[config.mk]
export PLATFORM = sky130hd
export DESIGN_NAME = alu
export DESIGN_NICKNAME = d
export VERILOG_FILES = /design/src/rtl/alu.sv
export SDC_FILE = /design/constraint.sdc
export NUM_CORES = 1
export LEC_CHECK = 0
export ABC_AREA = 0
export BUFFER_PORTS_ARGS = -buffer_cell sky130_fd_sc_hd__buf_2
export CELL_PAD_IN_SITES_DETAIL_PLACEMENT = 0
export CELL_PAD_IN_SITES_GLOBAL_PLACEMENT = 2
export CORE_ASPECT_RATIO = 0.9
export CORE_MARGIN = 1.5
export CORE_UTILIZATION = 42
export CTS_CLUSTER_DIAMETER = 100
export DETAILED_ROUTE_END_ITERATION = 8
export PLACE_DENSITY_LB_ADDON = 0.3
export REMOVE_ABC_BUFFERS = 1
export SLEW_MARGIN = 20
export SYNTH_ARGS = -nofsm -noshare
export SYNTH_HDL_FRONTEND = slang
export SYNTH_SLANG_ARGS = --single-unit
[constraint.sdc]
create_clock -name clk -period 1.2 [get_ports clk]
set_input_delay 0.24 -clock clk [delete_from_list [all_inputs] [get_ports clk]]
set_output_delay 0.24 -clock clk [all_outputs]
set_load 0.02 [all_outputs]
[src/rtl/alu.sv]
// Registered 8-bit ALU: eight unsigned operations selected by ALU_Sel, with the result,
// carry/borrow flag and zero flag all captured together on the rising clock edge.
module alu #(
  parameter int WIDTH = 8
) (
  input  logic             clk,
  input  logic             rst,
  input  logic [WIDTH-1:0] A,
  input  logic [WIDTH-1:0] B,
  input  logic [2:0]       ALU_Sel,
  output logic [WIDTH-1:0] ALU_Out,
  output logic             CarryOut,
  output logic             zeroFlag
);

  typedef enum logic [2:0] {
    OP_ADD = 3'b000,
    OP_SUB = 3'b001,
    OP_MUL = 3'b010,
    OP_DIV = 3'b011,
    OP_SHL = 3'b100,
    OP_SHR = 3'b101,
    OP_AND = 3'b110,
    OP_XOR = 3'b111
  } op_e;

  op_e                op_sel;
  logic [WIDTH:0]     sum;
  logic [WIDTH:0]     diff;
  logic [2*WIDTH-1:0] product;
  logic [WIDTH-1:0]   quotient;
  logic [WIDTH-1:0]   result;
  logic               carry;

  assign op_sel = op_e'(ALU_Sel);

  // The extra top bit of sum/diff is the carry or borrow out of the 8-bit operation.
  always_comb begin
    sum      = {1'b0, A} + {1'b0, B};
    diff     = {1'b0, A} - {1'b0, B};
    product  = {{WIDTH{1'b0}}, A} * {{WIDTH{1'b0}}, B};
    quotient = '1;
    if (B != '0) begin
      quotient = A / B;
    end
  end

  always_comb begin
    result = '0;
    carry  = 1'b0;
    case (op_sel)
      OP_ADD: begin
        result = sum[WIDTH-1:0];
        carry  = sum[WIDTH];
      end
      OP_SUB: begin
        result = diff[WIDTH-1:0];
        carry  = diff[WIDTH];
      end
      OP_MUL: begin
        result = product[WIDTH-1:0];
        carry  = (product[2*WIDTH-1:WIDTH] != '0);
      end
      // Divide by zero saturates the quotient and raises the flag.
      OP_DIV: begin
        result = quotient;
        carry  = (B == '0);
      end
      OP_SHL: begin
        result = {A[WIDTH-2:0], 1'b0};
        carry  = A[WIDTH-1];
      end
      OP_SHR: begin
        result = {1'b0, A[WIDTH-1:1]};
        carry  = A[0];
      end
      OP_AND: begin
        result = A & B;
        carry  = 1'b0;
      end
      OP_XOR: begin
        result = A ^ B;
        carry  = 1'b0;
      end
      default: begin
        result = '0;
        carry  = 1'b0;
      end
    endcase
  end

  // The zero flag is derived from the same result being registered, so it never lags ALU_Out.
  always_ff @(posedge clk or posedge rst) begin
    if (rst) begin
      ALU_Out  <= '0;
      CarryOut <= 1'b0;
      zeroFlag <= 1'b0;
    end else begin
      ALU_Out  <= result;
      CarryOut <= carry;
      zeroFlag <= (result == '0);
    end
  end

endmodule

[After elaboration in Yosys (flattened, before gate mapping)]
Cells that the tools add are included.
Word-level totals
  register bits: 10
  latch bits: 0
  RAM bits: 0
  memory bits (read-only): 0
  input bits: 21
  output and inout bits: 10
  word-level logic and storage cells: 25
  memories kept: 0
Cells by class
  add/sub/neg operators: 2
  $mul: 1
  divide/modulo/power cells: 1
  $lt $le $gt $ge: 0
  equal/unequal tests: 7
  shift-type cells: 0
  multiplexer cells: 3
  bitwise gates (word level): 2
  reduce and logical (&&, ||, !) cells: 6
Operators with widths (number)
  8-bit case mux with 8 select lines: 1
  8-bit zero test: 2
  8-bit by 8-bit multiplier with 16-bit output: 1
  8-bit nonzero test: 2
  3-bit equality test, second input constant: 4
  8-bit by 8-bit adder with 9-bit output: 1
  8-bit by 8-bit subtractor with 9-bit output: 1
  8-bit bitwise AND: 1
  8-bit by 8-bit divider with 8-bit output: 1
  8-bit 2-to-1 mux: 1
  8-bit XOR: 1
  1-bit case mux with 7 select lines: 1
  3-bit by 2-bit equality test with 1-bit output, second input constant: 2
  3-bit by 1-bit equality test with 1-bit output, second input constant: 1
  3-bit zero test: 1
  2-bit OR reduction: 1

[Longest topological paths before layout]
  depth after elaboration: 4
  gate-level depth with buffers: 49

[Worst setup path before layout]
Ideal clock, no wire load.
  path kind: in2reg
  from: input port B[6]
  to: register zeroFlag
  data arrival time: 10.867 ns
  required time: 1.099 ns
  path slack: -9.768 ns
  cell stages on the path: 45
  cells stage by stage: buf_6 -> nor4_2 -> and2_1 -> a21oi_1 -> ha_1 -> o21a_1 -> o211ai_1 -> mux2_2 -> ha_1 -> a21oi_1 -> a211oi_4 -> or3_1 -> o31ai_2 -> ha_1 -> o21a_1 -> o311a_1 -> mux2_2 -> ha_1 -> (+9 left out) -> a21oi_1 -> nor3_1 -> mux2_2 -> ha_1 -> nor3_1 -> a211oi_1 -> a31o_2 -> a21oi_1 -> nor2_1 -> mux2_2 -> ha_1 -> o21a_1 -> o21a_1 -> o21a_1 -> a2111oi_0 -> o21bai_1 -> or4_1 -> nor4_1
Between the ends
  cells in the longest elaborated chain, start to end: 4
  elaborated cells between the ends (all ways): 10
  classes of those cells: 2 x add/sub; 1 x mul; 1 x div; 2 x mux; 2 x bitwise; 2 x reduce/logical
Ends and longest elaborated chain
  start, declared: line 9  | input logic [WIDTH-1:0] B,
  8-bit by 8-bit divider with 8-bit output / 8-bit nonzero test (equally long branches): line 44, 43
  8-bit 2-to-1 mux: line 43  | if (B != '0) begin
  8-bit case mux with 8 select lines *: line 51  | case (op_sel)
  8-bit zero test *: line 101  | zeroFlag <= (result == '0);
  end signal, assigned: line 101
  end, declared: line 13  | output logic zeroFlag
Mark *: on every way between the ends. The rest lies on a longest branch, timed or not.

[Final worst setup path]
  from: input port B[5]
  to: register zeroFlag
The elaborated chain is that of the path after synthesis.

==> impl_metrics.py <==
metrics = {
    "detailed_routing": {
        "vias": 5543,
        "ant_nets": 0,
        "viasPerCell": 5.55,
        "drt_iter0_drc": 274,
        "routed_wl_mm": 18.3,
        "drc_errors": 0,
        "firstDrtPassIters": 5,
        "wl_per_cell_um": 18.3,
    },
    "layout": {
        "stdcell_count": 999,
        "final_area_um2": 7870,
        "diodes": 0,
        "area_growth_pct": 60.2,
        "final_net_count": 994,
        "drive_gt1_share_pct": 44.5,
    },
    "setup_path": {
        "max_stage_delay_ns": 0.43,
        "required_ns": 1.33,
        "critPathTopFamily": "compound AO/OA/AOI/OAI gates",
        "worstSetupPathType": "in2reg",
        "worstPathArrival_ns": 10.45,
        "cp-end-kind": "register",
        "cp_num_buf_inv": 6,
        "cp_max_fo": 7,
        "slowest_stage": "or4_1",
        "startpoint_type": "input pin",
    },
    "flow_run": {
        "cap_violations": 0,
    },
    "logic_synthesis": {
        "mappedNetlistArea_um2": 4910,
        "yosysMostFrequentCell": "ha_1",
        "async_flop_share_pct": 100,
        "ys_top_cells_by_area": "ha_1 (23%), fa_1 (15%), inv_1 (5.8%), dfrtp_1 (5.1%), and2_1 (4.7%)",
        "synth.distinct_cells": 57,
        "ys_warn_count": 0,
        "synth_edf_count": 0,
        "yosysTopAreaCellShare_pct": 23.2,
        "ys_seq_elements": 10,
        "ys_seq_area_share_pct": 5.09,
        "synth-main-ff-cell": "dfrtp_1",
        "syn_area_per_cell_um2": 8.21,
        "synth.top_cells.by_count": "ha_1 (91), inv_1 (76), nor2_1 (52), a21oi_1 (38), fa_1 (38)",
        "syn_inst": 598,
        "yosys.area.top_type": "ha_1",
    },
    "power": {
        "p_comb_share_pct": 86.9,
        "power.density_nw_per_um2": 1020,
        "ir_drop_v": 0.000808,
        "switching_power_mw": 3.59,
        "p_sw_share_pct": 44.6,
        "p_leak_nw": 3.91,
        "power.share.clock_pct": 8.0,
        "internal_power_mw": 4.47,
        "seq_power_share_pct": 5.1,
    },
    "timing": {
        "slew_headroom_pct": 59.7,
        "fin_crit_ns": 10.32,
        "setup_violations": 10,
        "setup_ws_ns": -9.12,
        "grt_setup_unrepaired": "yes",
        "timing.final.crit_share_pct": 860,
        "worst_pin_slew_ns": 0.598,
        "fmax_mhz": 96.9,
        "finalMaxSlewViolations": 0,
        "finalHoldViolations": 0,
    },
    "global_routing": {
        "antenna_found_initial": 0,
        "grt_pass1_wl_mm": 28.3,
        "grt_pass1_vias": 5716,
        "grt_usage_pct": 29.6,
        "grt_overflow": 0,
        "grt_max_degree": 13,
    },
    "placed_design": {
        "preCtsSetupSlack_ns": -9.88,
        "placed_cells": 952,
        "dpl_cell_area_um2": 6590,
        "gp_congestion": 0.941,
        "io_buffers": 30,
        "dpl.hpwl_mm": 13.5,
    },
    "cts": {
        "numCtsBuffers": 3,
        "clockBufferDepth": 2,
        "cts_tree": "yes",
        "cts.clk_slew.worst_paths_ns": 0.04,
        "cts_root_buf": "clkbuf_16",
        "cts_htree_levels": 1,
        "clock-sinks": 10,
    },
    "floorplan": {
        "core_area_um2": 11400,
        "die_h_um": 106,
        "io_pins": 31,
        "start_util_pct": 43.0,
        "num_rows": 37,
        "die_area_um2": 12400,
        "die_x_um": 117,
    },
    "outcome": {
        "violations": "negative setup slack",
        "outcome": "complete, but fails checks",
    },
    "worst_hold_path": {
        "hold_class": "in2async",
    },
}
## metal layers
layer	vias to the layer above	part of all wire (%)	track usage (%)
met1	2723	42	36.9
met3	58	5.0	4.31
met4	0	3.8	9.90
met5	-	0	0
met2	174	49	51.8
li1	2588	-	-
## cell usage in the layout, fill, tap and decap left out, types with 5 or more instances in the layout
| cell type | synthesis | layout |
|---|---|---|
| buf_4 | 0 | 196 |
| ha_1 | 91 | 74 |
| inv_1 | 76 | 68 |
| nor2_1 | 52 | 43 |
| fa_1 | 38 | 36 |
| and2_1 | 37 | 35 |
| a21oi_1 | 38 | 28 |
| buf_2 | 5 | 27 |
| buf_6 | 1 | 26 |
| nand2_1 | 27 | 25 |
| o21ai_0 | 26 | 19 |
| ha_4 | 0 | 15 |
| o21a_1 | 13 | 13 |
| mux2_4 | 0 | 11 |
| xnor2_1 | 13 | 11 |
| a21o_1 | 11 | 11 |
| dfrtp_1 | 10 | 10 |
| xor2_1 | 10 | 10 |
| nand2b_1 | 9 | 9 |
| nor3_1 | 14 | 8 |
| mux2i_1 | 7 | 7 |
| nor2_2 | 0 | 6 |
| or3_1 | 7 | 6 |
| and3_1 | 6 | 6 |
| o211ai_1 | 5 | 5 |
| a21oi_4 | 0 | 5 |
| a21oi_2 | 0 | 5 |
| inv_2 | 0 | 5 |
| mux4_2 | 5 | 5 |
| nor2b_1 | 5 | 5 |
| a211oi_1 | 6 | 5 |
| buf_12 | 0 | 5 |
## timing repair
action | in CTS | in global routing
endpoints found under the hold margin | 10 | 0
hold buffers | 1 | 0
pin swaps | 28 | 13
resized for setup | 155 | 24
setup endpoints to repair | 10 | 10
setup buffers | 31 | 11
## kinds of logic after synthesis
family                   synth area share [%]
adder cells (fa/ha/maj)                  38.7
buffers and inverters                    7.54
flip-flops                               5.09
AND/OR/NAND/NOR                          17.9
multiplexers                             7.16
XOR/XNOR                                 4.10
AO/OA/AOI/OAI                            19.6
## registers in the layout, indices dropped and copies added, names as in the netlist
| register | flops |
|---|---|
| ALU_Out | 8 |
| zeroFlag | 1 |
| CarryOut | 1 |
## through the flow
stage / TNS (ns) / hold WS (ns) / power (mW) / util [%]
floorplan: -49.95 / 0.0802 / 3.61 / -
global placement: -54.81 / 0.205 / 5.77 / 57.6
detailed placement: -56.52 / 0.213 / 5.93 / 57.6
CTS: -50.22 / 0.525 / 7.64 / 66.9
global route: -54.65 / 0.564 / 8.70 / 68.8
finish: -52.40 / 0.521 / 8.06 / 68.8
## power groups by stage
stage | combinational, mW | sequential [mW] | clock (mW)
global route | 7.61 | 0.421 | 0.670
floorplan | 3.11 | 0.497 | 0
CTS | 6.57 | 0.412 | 0.653
finish | 7.00 | 0.410 | 0.645
detailed placement | 5.51 | 0.415 | 0
global placement | 5.36 | 0.412 | 0
## final cells by class
type / count / area [µm²]
Inverter: 77 / 302
Sequential cell: 10 / 250
Fill cell: 906 / 3570
Clock buffer: 4 / 88.8
Timing Repair Buffer: 259 / 2070
Tap cell: 156 / 195
Multi-Input combinational cell: 493 / 4960
## worst paths after layout
check	cells after the start	start	slack [ns]	endpoint
max in group asynchronous	3	rst	0.43	CarryOut$_DFF_PP0_
worst min-delay path	3	rst	0.52	zeroFlag$_DFF_PP0_
min in group clk	5	ALU_Sel[2]	0.56	zeroFlag$_DFF_PP0_
worst max-delay path	47	B[5]	-9.12	zeroFlag$_DFF_PP0_
Note: power is estimated with default switching activity, not from simulation.
